$ cat config.mk
export PLATFORM = sky130hd
export DESIGN_NAME = divider
export DESIGN_NICKNAME = d
export VERILOG_FILES = /design/src/rtl/arith_pkg.sv /design/src/rtl/divider_step.sv /design/src/rtl/divider.sv
export SDC_FILE = /design/constraint.sdc
export NUM_CORES = 1
export LEC_CHECK = 0
export CAP_MARGIN = 15
export CELL_PAD_IN_SITES_DETAIL_PLACEMENT = 1
export CELL_PAD_IN_SITES_GLOBAL_PLACEMENT = 1
export CORE_UTILIZATION = 39
export DETAILED_ROUTE_END_ITERATION = 8
export HOLD_SLACK_MARGIN = 0.03
export PLACE_DENSITY = 0.87
export SLEW_MARGIN = 40
export SYNTH_ARGS = -nofsm -noshare
export SYNTH_HDL_FRONTEND = slang
export SYNTH_HIERARCHICAL = 1
export SYNTH_SLANG_ARGS = --single-unit
export TNS_END_PERCENT = 50
$ cat constraint.sdc
create_clock -name clk -period 2.45 [get_ports clk]
set_input_delay 0.735 -clock clk [delete_from_list [all_inputs] [get_ports clk]]
set_output_delay 0.735 -clock clk [all_outputs]
set_load 0.005 [all_outputs]
$ cat src/rtl/arith_pkg.sv
// ============================================================================
// Module      : arith_pkg
// Description : Shared constants and types for the arithmetic library
//               (16x16 multiplier and multi-cycle divider).
// Revision    : 1.0  initial release
// ============================================================================
`default_nettype none

package arith_pkg;

    localparam int MUL_WIDTH  = 16;
    localparam int DIV_WIDTH  = 16;
    localparam int DIV_STEPS  = 16;
    localparam int CNT_WIDTH  = 5;

    typedef enum logic [1:0] {
        S_IDLE = 2'd0,
        S_CALC = 2'd1,
        S_FIX  = 2'd2
    } div_state_t;

endpackage

`default_nettype wire

$ cat src/rtl/divider_step.sv
// ============================================================================
// Module      : divider_step
// Description : One combinational restoring shift-subtract iteration.
// Revision    : 1.0  initial release
// ============================================================================
`default_nettype none

module divider_step #(
    parameter int WIDTH = 16
) (
    input  logic [WIDTH:0]   partial,
    input  logic             dividend_bit,
    input  logic [WIDTH-1:0] divisor,
    output logic [WIDTH:0]   next_partial,
    output logic             quotient_bit
);

    logic [WIDTH:0]   shifted;
    logic [WIDTH+1:0] trial;

    // partial < divisor always holds, so the shifted value never exceeds
    // WIDTH+1 bits; one extra bit on the trial carries the borrow.
    assign shifted      = {partial[WIDTH-1:0], dividend_bit};
    assign trial        = {1'b0, shifted} - {2'b00, divisor};
    assign quotient_bit = ~trial[WIDTH+1];
    assign next_partial = quotient_bit ? trial[WIDTH:0] : shifted;

endmodule

`default_nettype wire

$ cat src/rtl/divider.sv
// ============================================================================
// Module      : divider
// Description : Fixed-latency restoring divider for DIV/DIVU (LO=quotient,
//               HI=remainder), start/busy/done handshake.
// Revision    : 1.0  initial release
// ============================================================================
`default_nettype none

module divider
    import arith_pkg::*;
#(
    parameter int WIDTH = DIV_WIDTH
) (
    input  logic             clk,
    input  logic             reset,
    input  logic             start,
    input  logic             signed_op,
    input  logic [WIDTH-1:0] dividend,
    input  logic [WIDTH-1:0] divisor,
    output logic             busy,
    output logic             done,
    output logic [WIDTH-1:0] quotient,
    output logic [WIDTH-1:0] remainder,
    output logic             div_by_zero
);

    div_state_t           state;
    logic [CNT_WIDTH-1:0] count;
    logic [WIDTH-1:0]     orig_dividend;
    logic                 zero_div;
    logic                 quot_neg;
    logic                 rem_neg;
    logic [WIDTH-1:0]     divisor_mag;
    logic [WIDTH-1:0]     quot_shift;
    logic [WIDTH:0]       partial;

    logic [WIDTH:0]       next_partial;
    logic                 quotient_bit;
    logic [WIDTH-1:0]     dividend_abs;
    logic [WIDTH-1:0]     divisor_abs;

    // The most negative value has no positive counterpart in WIDTH bits; its
    // negation wraps back to itself and is then read as an unsigned magnitude.
    assign dividend_abs = (signed_op && dividend[WIDTH-1]) ? -dividend : dividend;
    assign divisor_abs  = (signed_op && divisor[WIDTH-1])  ? -divisor  : divisor;

    divider_step #(
        .WIDTH (WIDTH)
    ) u_step (
        .partial      (partial),
        .dividend_bit (quot_shift[WIDTH-1]),
        .divisor      (divisor_mag),
        .next_partial (next_partial),
        .quotient_bit (quotient_bit)
    );

    always_ff @(posedge clk) begin
        if (reset) begin
            state         <= S_IDLE;
            count         <= '0;
            orig_dividend <= '0;
            zero_div      <= 1'b0;
            quot_neg      <= 1'b0;
            rem_neg       <= 1'b0;
            divisor_mag   <= '0;
            quot_shift    <= '0;
            partial       <= '0;
            busy          <= 1'b0;
            done          <= 1'b0;
            quotient      <= '0;
            remainder     <= '0;
            div_by_zero   <= 1'b0;
        end else begin
            done <= 1'b0;
            case (state)
                S_IDLE: begin
                    if (start) begin
                        orig_dividend <= dividend;
                        zero_div      <= (divisor == '0);
                        quot_neg      <= signed_op & (dividend[WIDTH-1] ^ divisor[WIDTH-1]);
                        rem_neg       <= signed_op & dividend[WIDTH-1];
                        quot_shift    <= dividend_abs;
                        divisor_mag   <= divisor_abs;
                        partial       <= '0;
                        count         <= '0;
                        busy          <= 1'b1;
                        state         <= S_CALC;
                    end
                end
                S_CALC: begin
                    // Dividend bits leave at the top while quotient bits
                    // enter at the bottom of the same register.
                    partial    <= next_partial;
                    quot_shift <= {quot_shift[WIDTH-2:0], quotient_bit};
                    count      <= count + 1'b1;
                    if (count == CNT_WIDTH'(DIV_STEPS - 1)) begin
                        state <= S_FIX;
                    end
                end
                S_FIX: begin
                    if (zero_div) begin
                        quotient  <= '1;
                        remainder <= orig_dividend;
                    end else begin
                        quotient  <= quot_neg ? -quot_shift : quot_shift;
                        remainder <= rem_neg ? -partial[WIDTH-1:0] : partial[WIDTH-1:0];
                    end
                    div_by_zero <= zero_div;
                    done        <= 1'b1;
                    busy        <= 1'b0;
                    state       <= S_IDLE;
                end
                default: begin
                    busy  <= 1'b0;
                    state <= S_IDLE;
                end
            endcase
        end
    end

endmodule

`default_nettype wire

After elaboration in Yosys (flattened, before gate mapping)

Index checks and enable logic that the tools add are counted.

Register bits after elaboration: 109
Output and inout bits: 35

$add $sub $neg: 6
Equal/unequal tests: 5
Multiplexer cells: 19
Bitwise operators: 5
Reduce and logical (&&, ||, !) cells: 9

Operator list:

| kind                                                                  | number |
|---|---|
| 16-bit two-way mux                                                    | 9 |
| 16-bit negator                                                        | 4 |
| 16-bit one-hot mux with 2 select lines                                | 2 |
| 17-bit by 16-bit subtractor with 18-bit output                        | 1 |
| 16-bit logical NOT                                                    | 1 |
| 5-bit one-hot mux with 2 select lines                                 | 1 |
| 2-bit AND reduction                                                   | 4 |
| 5-bit by 1-bit adder with 5-bit output, second input constant         | 1 |
| 5-bit by 4-bit equality test with 1-bit output, second input constant | 1 |
| 5-bit two-way mux                                                     | 1 |
| 2-bit two-way mux                                                     | 2 |
| 2-bit != test, second input constant                                  | 2 |
| 2-bit one-hot mux with 2 select lines                                 | 1 |
| 1-bit AND                                                             | 2 |
| 2-bit by 1-bit equality test with 1-bit output, second input constant | 1 |
| 2-bit equality test, second input constant                            | 1 |
| 1-bit logical AND                                                     | 2 |
| 2-bit logical NOT                                                     | 1 |
| 1-bit two-way mux                                                     | 2 |
| 1-bit NOT                                                             | 2 |
| 1-bit one-hot mux with 2 select lines                                 | 1 |
| 2-bit nonzero test                                                    | 1 |
| 1-bit bitwise XOR                                                     | 1 |

Logic depth before layout (Yosys ltp)

Gate-level depths: netlist of run 1.

Word-level depth: 4
Depth in mapped cells: 13
Gate-level depth less buffers: 12

Hierarchy

The synthesis of run 1 kept the hierarchy.

Modules (own cells, without submodules):

| module       | times used | cells each | area each (µm²) | sequential area each (µm²) |
|---|---|---|---|---|
| divider      | 1          | 669        | 5386.4          | 2202.1 |
| divider_step | 1          | 168        | 1236.2          | 0.0 |

Worst setup path after synthesis of run 1

No wires, ideal clock.

Path kind: flip-flop to flip-flop
Start: reg partial[5]
End: reg partial[5]
Setup time: 0.132 ns
Arrival: 2.426 ns
Path slack: -0.108 ns
Stages on the path, launching flop included: 13
Buffers on the path: 2
Clock period less this slack: 2.558 ns
Cells stage by stage: dfxtp_1 > ha_1 > clkbuf_1 > a21oi_1 > o31ai_1 > a221o_1 > or2_4 > a21oi_4 > inv_2 > buf_6 > mux2_4 > nand2_1 > a21oi_1

Cells in the longest elaborated chain, start to end: 3

RTL lines:

| item                                           | RTL line           | RTL |
|---|---|---|
| start: declaration                             | divider.sv:35      | `logic [WIDTH:0] partial;` |
| start signal: assignment                       | divider.sv:93      | `partial <= next_partial;` |
| 17-bit by 16-bit subtractor with 18-bit output | divider_step.sv:24 | `assign trial = {1'b0, shifted} - {2'b00, divisor};` |
| 16-bit two-way mux                             | divider_step.sv:26 | `assign next_partial = quotient_bit ? trial[WIDTH:0] : shifted;` |
| via next_partial[5]                            | divider.sv:37      | `logic [WIDTH:0] next_partial;` |
| 16-bit one-hot mux with 2 select lines         | divider.sv:75      | `case (state)` |

The timed path passes the listed nets, and every way through them passes these cells.
A chain may end at the register's enable or synchronous reset.

Final worst setup path of run 1

Start: reg partial[7]
End: reg partial[4]

Same word-level chain as after synthesis.

==> out/metrics.yaml, run 1 <==
outcome: "finished, violations left"
violations: "negative setup slack"
criticalPathCategory: "flip-flop to flip-flop"
ios: 71
grt_use_total_pct: 30.6
die_area_um2: 17300
start_kind: "flip-flop"
period_minus_slack_ps: 2630
endpoint_kind: "flip-flop"
drt_first_pass_iters: 6
grt_pass1_wl_mm: 41.4
port_buffers: 70
relSlewSlack_pct: 49.3
dp_slack_ps: -412
hpwl_mm: 17.4
netlist_area_um2: 6550
fin_nets: 1044
drc_errors: 0
finalHoldViolations: 0
multiInputGateArea_um2: 4420
vias: 7448
hold_path.class: "flip-flop to flip-flop"
drv_slew: 0
drt-total-wl_mm: 27.9
cts-root-buf: "clkbuf_16"
layout-drive-gt1-share_pct: 26.2
cts_hold_buf: 0
start_util_pct: 39.8
timing.fmax_mhz: 380
diodes: 0
setup_viol: 18
design_area_um2: 9080
fin_worst_skew_ps: 11.9
synth_cells: 827
drv_cap: 0
postRouteAntennaNets: 0
rsz0062_at_grt: "true"
avgSynthCellArea_um2: 7.92
placed_cell_area_um2: 8280
cts.path.max_buffers: 2
n_fill_cell: 1976
power_density_nw_per_um2: 665
path_clk_slew_ps: 90
die_h_um: 132
power_leakage_nw: 3.56
die_x_um: 132
yosysWarnings: 6
antenna_found_initial: 0
wl_per_cell_um: 23.1
drt-initial-drc-count: 797
num_rows: 47
fin_crit_sh_pct: 107
cts_sinks: 109
critPathRequiredTime_ps: 2700
syn_nets: 886
grt_max_degree: 39
cp.arrival_ps: 2880
cts_buffers: 9
setup_ws_ps: -183
critPathMaxFanout: 7
h-tree-depth: 3
worstMarginPinSlew_ps: 759
synthToLayoutAreaGrowth_pct: 38.7
seqCellArea_um2: 2210
cts_tree: "built"
viasPerCell: 6.16
gp_congestion: 0.903
core-area_um2: 16500
grt_pass1_vias: 7447
worstSkewPairLatency_ps: 370
grt_overflow: 0
ir_worst_vdd_v: 0.000379
==> critical path: stages, from the launching register on <==
cell and delay (ps):
dfxtp_2 360, ha_4 280, a21oi_4 210, o31ai_4 110
a221o_1 340, or2_4 250, a21oi_4 170, inv_2 80
buf_12 150, buf_8 140, mux2_2 270, nand2_1 90
a21oi_1 70
==> final timing paths <==
kind	to	slack, ps	start	cells past startpoint
setup / recovery	partial[4]	-180	partial[7]	12
hold reg to reg	remainder[7]	450	remainder[7]	2
hold / removal	remainder[7]	450	remainder[7]	2
setup reg to reg	partial[4]	-180	partial[7]	12
==> sequential cells by signal (all words and copies together), names as in the netlist, 2 cells and up <==
name and cells:
count 5, divisor_mag 16, orig_dividend 16, partial 16, quot_shift 16, quotient 16
remainder 16, state 2
==> area by class of cell <==
type,count,area share [%]
clock buffer,10,2.52
clock inverter,6,0.854
sequential,109,24.3
inverter,38,1.57
multi-input combinational,626,48.7
timing repair buffer,201,19.0
tap,220,3.03
==> routing by layer <==
| layer | part of all wire, % | vias to the layer above | track usage [%] |
|---|---|---|---|
| li1 | - | 3268 | - |
| met1 | 39 | 3692 | 36.3 |
| met2 | 50 | 364 | 52.4 |
| met3 | 6.0 | 124 | 5.63 |
| met4 | 4.9 | 0 | 15.6 |
| met5 | 0 | - | 0 |
==> repair_timing <==
action | CTS | global route
buffers inserted | 13 | 6
endpoints found under the setup margin | 22 | 27
gates resized for setup | 47 | 35
pin swaps | 17 | 8
==> stage by stage <==
step,setup TNS [ps],hold slack [ps],power (mW),util [%],instances
floorplan,-164,431,3.20,-,827
global placement,-5220,437,3.83,50.3,1176
finish,-1920,455,6.04,55.2,1210
global route,-3070,473,6.24,55.2,1210
CTS,-800,457,5.75,53.9,1204
detailed placement,-9730,446,3.94,50.3,1176
==> power by group <==
group          switching [mW]  internal [mW]  total [mW]
registers               0.116           1.87        1.98
logic                    1.27           1.20        2.47
clock network           0.770          0.816        1.59
total                    2.16           3.88        6.04
==> cell usage in the layout (no fill, tap or decap), types with 5 or more instances in the layout <==
master	instances
clkdlybuf4s50_1	69
o21a_1	5
mux2_2	5
a21oi_2	7
o21ai_0	26
a311oi_1	11
nor2_1	66
nand3_1	31
nor3_1	8
buf_4	127
inv_1	30
or4_1	7
dfxtp_1	93
nand3b_1	5
a31oi_1	6
o22ai_1	9
a211oi_1	19
inv_2	8
o31ai_1	10
o211ai_1	6
xor2_1	27
clkbuf_16	9
or2_2	5
dfxtp_2	14
a22oi_1	11
nand2_1	110
or3_1	6
a21oi_1	71
a21o_1	16
mux2_4	9
ha_4	9
xnor2_1	30
and3_1	6
ha_1	10
o41ai_2	10
nand2b_1	6
Power figures use the tool's default switching activity.
==> run 2, diff against run 1 <==
Settings changed: ABC_CLOCK_PERIOD_IN_PS set to 2450, CAP_MARGIN 15 to 20, CORE_UTILIZATION 39 to 43, DONT_BUFFER_PORTS set to 1, PLACE_DENSITY 0.87 to 0.85.
==> run 2 against run 1 <==
The flow finishes with violations (design-rule violations, negative setup slack). Worst setup slack better by 110 ps. Sequential power about the same. Fmax up 4.5%. Count of clock-buffer cells in the layout down 1. Power down 6.6%. Clock power down 6%. Largest cell class unchanged. Highest routed layer unchanged.
==> out/metrics.yaml, run 2 (synthesis gave the netlist of run 1 again) <==
outcome: "finished, violations left"
violations: "design-rule violations, negative setup slack"
hold_path.class: "input pin to flip-flop"
worstMarginPinSlew_ps: 679  # -79.6 ps
start_kind: "flip-flop"
path_buf_inv: 3  # unchanged
relSlewSlack_pct: 54.7  # +5.3 points
core-area_um2: 14700  # -11%
h-tree-depth: 3  # unchanged
ios: 71  # unchanged
worstSkewPairLatency_ps: 370  # about the same
grt_max_degree: 111  # +180%
final_cells: 1057  # -13%
start_util_pct: 44.5  # +4.8 points
cp.arrival_ps: 2780  # -100 ps
num_rows: 44  # -6.4%
cts_sinks: 109  # unchanged
n_fill_cell: 1718  # -13%
utilization_pct: 54.2  # -1.0 points
critPathRequiredTime_ps: 2710  # about the same
drt-total-wl_mm: 22.8  # -18%
viasPerCell: 6.17  # +0.23%
ir_worst_vdd_v: 0.000398  # +5.0%
grt_use_total_pct: 28.1  # -2.4 points
cp_top_family: "compound AO/OA/AOI/OAI gates"
placed_cell_area_um2: 7230  # -13%
finalHoldViolations: 0  # unchanged
cts-root-buf: "clkbuf_16"
drc_errors: 4  # +4
design_area_um2: 7960  # -12%
cts.path.max_buffers: 2  # unchanged
seqCellArea_um2: 2200  # -0.23%
timing.fmax_mhz: 397  # +4.5%
layout-drive-gt1-share_pct: 23.5  # -2.7 points
antenna_found_initial: 0  # unchanged
drv_cap: 0  # unchanged
setup_ws_ps: -69.3  # +114 ps
port_buffers: 0  # -100%
fin_worst_skew_ps: 12.5  # +0.640 ps
grt_pass1_vias: 6626  # -11%
criticalPathCategory: "flip-flop to flip-flop"
cp_slowest_cell: "dfxtp_1"
multiInputGateArea_um2: 4400  # -0.59%
setup_viol: 14  # -4
final_cell_mix: "nand2_1, dfxtp_1, buf_4"
place_inst: 1032  # -12%
hold_slack_ps: 432  # -22.5 ps
gp_congestion: 0.888  # -1.6%
die_h_um: 125  # -4.7%
grt_overflow: 0  # unchanged
power_leakage_nw: 3.06  # -14%
wl_per_cell_um: 21.6  # -6.5%
drv_slew: 0  # unchanged
period_minus_slack_ps: 2520  # -114 ps
cts_buffers: 9  # unchanged
cp_slowest_stage_delay_ps: 340  # -20 ps
fin_nets: 927  # -11%
grt_pass1_wl_mm: 34.9  # -16%
hpwl_mm: 15.9  # -8.3%
critPathMaxFanout: 3  # -4
drt_first_pass_iters: 8  # +2
cts_tree: "built"
path_clk_slew_ps: 80  # about the same
vias: 6521  # -12%
worstPathCellList: "inv_1 > ha_1 > a21oi_4 > o31ai_4 > a221o_1 > or2_4 > a21oi_4 > buf_4 > buf_4 > mux2_2 > nand2_1 > a21oi_1"
cts_hold_buf: 0  # unchanged
postRouteAntennaNets: 0  # unchanged
final_common_cell: "nand2_1"
diodes: 0  # unchanged
fin_crit_sh_pct: 103  # -4.6 points
endpoint_kind: "flip-flop"
drt-initial-drc-count: 465  # -42%
die_area_um2: 15700  # -9.2%
synthToLayoutAreaGrowth_pct: 21.6
power_density_nw_per_um2: 708  # +6.5%
ff2ff_setup_slack_ps: -70  # +110 ps
die_x_um: 125  # -4.7%
rsz0062_at_grt: "true"
## run 2: cell count changes in the layout (fill, tap and decap cells not counted), sizes merged
cell           previous run  this run
buf                     132        83
clkinvlp                  1         0
clkinv                    1         3
bufinv                    1         0
clkdlybuf4s50            69         0
inv                      41        42
## run 2: final timing paths
| kind | startpoint | to | cells past startpoint |
|---|---|---|---|
| max | divisor_mag[5] | partial[1] | 12 |
| min | reset | divisor_mag[0] | 1 |
| max reg2reg | divisor_mag[5] | partial[1] | 12 |
| min reg2reg | orig_dividend[5] | orig_dividend[5] | 2 |
## run 2: per-layer routing
metal / wire, um / vias to the layer above / global-route usage (%) / share of wire, %
met4: 676 / 0 / 11.9 / 3.0
met2: 11300 / 233 / 47.6 / 49
met3: 1410 / 59 / 5.52 / 6.2
met5: 0 / - / 0 / 0
met1: 9430 / 3197 / 34.9 / 41
li1: - / 3032 / - / -
## run 2: layout make-up
| cell class | instances | share of cell area, % |
|---|---|---|
| clock buffers | 9 | 2.83 |
| clock inverters | 7 | 0.975 |
| multi-input cells | 626 | 55.2 |
| well taps | 184 | 2.89 |
| repair buffers | 84 | 8.60 |
| flip-flops and latches | 109 | 27.7 |
| inverters | 38 | 1.82 |
## run 2: where the power goes
part           leakage (nW)  total (mW)  internal, mW  switching, mW
logic                  2.02        2.18          1.08           1.09
registers             0.894        1.97          1.87          0.103
clock network         0.150        1.49         0.729          0.764
total                  3.06        5.64          3.68           1.96
## run 2: repair_timing
item	in CTS	in global routing
endpoints found under the setup margin	16	19
gates cloned	0	1
gates resized for setup	31	48
pin swaps	2	19
setup buffers	3	6
## run 2: metrics by stage
step	power (mW)	setup TNS, ps	setup slack, ps
3_5_place_dp	3.76	-1550	-222
6_report	5.64	-532	-69.3
4_1_cts	5.34	-74.4	-21.6
3_3_place_gp	3.67	-257	-108
5_1_grt	5.88	-1520	-140
2_1_floorplan	3.20	-164	-22.1
==> RTL change, RTL diff (flow settings as in run 2) <==
Encoding of `div_state_t`: now one-hot (3 bits for 3 states).
--- a/src/rtl/arith_pkg.sv
+++ b/src/rtl/arith_pkg.sv
@@ -15,6 +15,6 @@
 
-    typedef enum logic [1:0] {
-        S_IDLE = 2'd0,
-        S_CALC = 2'd1,
-        S_FIX  = 2'd2
+    typedef enum logic [2:0] {
+        S_IDLE = 3'b001,
+        S_CALC = 3'b010,
+        S_FIX  = 3'b100
     } div_state_t;
Formal check against the unedited RTL: no difference found for any inputs over 10 cycles, from zero or initial values and one cycle with reset high; not proved beyond that.
==> RTL change against run 2 <==
Design area is 2.7% lower. Via count is 2.4% higher. Sequential cell count is 1 higher. Cell count is 1.1% lower. Wire length is 7.0% higher. Area after synthesis is 0.46% lower. The run still ends with DRC, setup timing left. Synthesized cell count is 1.5% lower. Setup slack worse by 0.22 ns. Largest cell class unchanged.
Power is not compared: it rests on default switching activity, and its combinational part moved more than twofold at a synthesized area within 25%.
==> RTL change: results (changes against run 2) <==
* DRT iter0 DRCs: 587 (was 465)
- The number of global-route vias before repair was 6899 (was 6626).
- First-pass GRT wire length: 37700 um (was 34900 um)
- The number of nets in the finished design was 915 (was 927).
- Hold EP: remainder[1]$_SDFFE_PP0P_ (was divisor_mag[0]$_SDFFE_PP0P_)
- The worst reg2reg path endpoint is partial[4]$_SDFFE_PP0P_ (was partial[1]$_SDFFE_PP0P_).
* Number of endpoints failing setup at the final stage: 17 (was 14)
- Failing checks: DRC, setup timing (unchanged).
- Maximum clock skew at final layout: 0.0128 ns (was 0.0125 ns)
- Share of post-route cells with drive strength above 1: 20.3% (was 23.5%)
* Mean post-synth cell area: 8.00 um^2 (was 7.92 um^2)
* Final Worst Setup Slack: -0.287 ns (was -0.0693 ns)
* Setup TNS: -3.43 ns (was -0.532 ns)
* TritonRoute pass-1 iters: 7 (was 8)
- The net count after synthesis was 874 (was 886).
- The post-route non-filler standard cell count came to 1045 (was 1057).
- Aggregate global-route resource usage: 30.4% (was 28.1%)
- Transition time at the pin with the least slew margin: 0.711 ns (was 0.679 ns)
- Data arrival time of the critical path: 2.99 ns (was 2.78 ns)
- Global placer's final weighted congestion: 0.877 (was 0.888)
* Worst hold margin: 0.442 ns (was 0.432 ns)
- The pre-CTS setup slack is -0.301 ns (was -0.222 ns).
- The HPWL reported at the end of detailed placement came to 15900 um (about the same).
- The number of remaining DRC errors was 16 (was 4).
- The worst reg2reg path depth is 11 (was 12).
- Count of input and output buffers: 0 (unchanged)
* Maximum number of pins on one net before global-route repair: 96 (was 111)
* Post-route cell area: 0.00775 mm^2 (was 0.00796 mm^2)
* Outcome: complete, but fails checks (unchanged)
- The total via count after detailed routing was 6676 (was 6521).
==> RTL change: timing repair <==
| action | in CTS | in global routing |
|---|---|---|
| pin swaps | 15 | 7 |
| setup endpoints to repair | 16 | 19 |
| gates cloned | 1 | 0 |
| setup buffers | 15 | 4 |
| resized for setup | 41 | 14 |
==> RTL change: worst max path at each step <==
stage | startpoint | to | slack, ns | cells past startpoint
after floorplan | partial[5]$_SDFFE_PP0P_ | partial[6]$_SDFFE_PP0P_ | -0.10 | 11
after global placement | quot_shift[15]$_SDFFE_PP0P_ | partial[10]$_SDFFE_PP0P_ | -0.14 | 11
after detailed placement | quot_shift[15]$_SDFFE_PP0P_ | partial[10]$_SDFFE_PP0P_ | -0.30 | 11
after CTS | divisor_mag[11]$_SDFFE_PP0P_ | partial[1]$_SDFFE_PP0P_ | -0.13 | 10
after global routing | quot_shift[15]$_SDFFE_PP0P_ | partial[4]$_SDFFE_PP0P_ | -0.34 | 13
final | divisor_mag[1]$_SDFFE_PP0P_ | partial[4]$_SDFFE_PP0P_ | -0.29 | 11
==> RTL change: worst reg2reg max path: stages, from the launching register on <==
cell	delay [ns]
dfxtp_2	0.34
inv_2	0.13
ha_4	0.23
nor2b_4	0.13
o2111ai_2	0.22
a211oi_2	0.12
buf_4	0.16
or2_4	0.26
a21oi_4	0.28
clkinv_4	0.17
mux2_4	0.35
a22o_1	0.22
==> RTL change: final cells by class <==
class	instances	area share, %
Inverter	40	2.03
Timing Repair Buffer	81	8.04
Clock buffer	10	2.95
Clock inverter	6	0.807
Sequential cell	110	28.7
Tap cell	184	2.97
Timing Repair inverter	1	0.113
Multi-Input combinational cell	613	54.4
==> RTL change: routing by layer <==
layer  share of wire (%)  GRT usage (%)
met5                   0              0
met4                 2.9           11.3
met3                 6.8           5.26
met2                  47           51.4
met1                  43           38.6
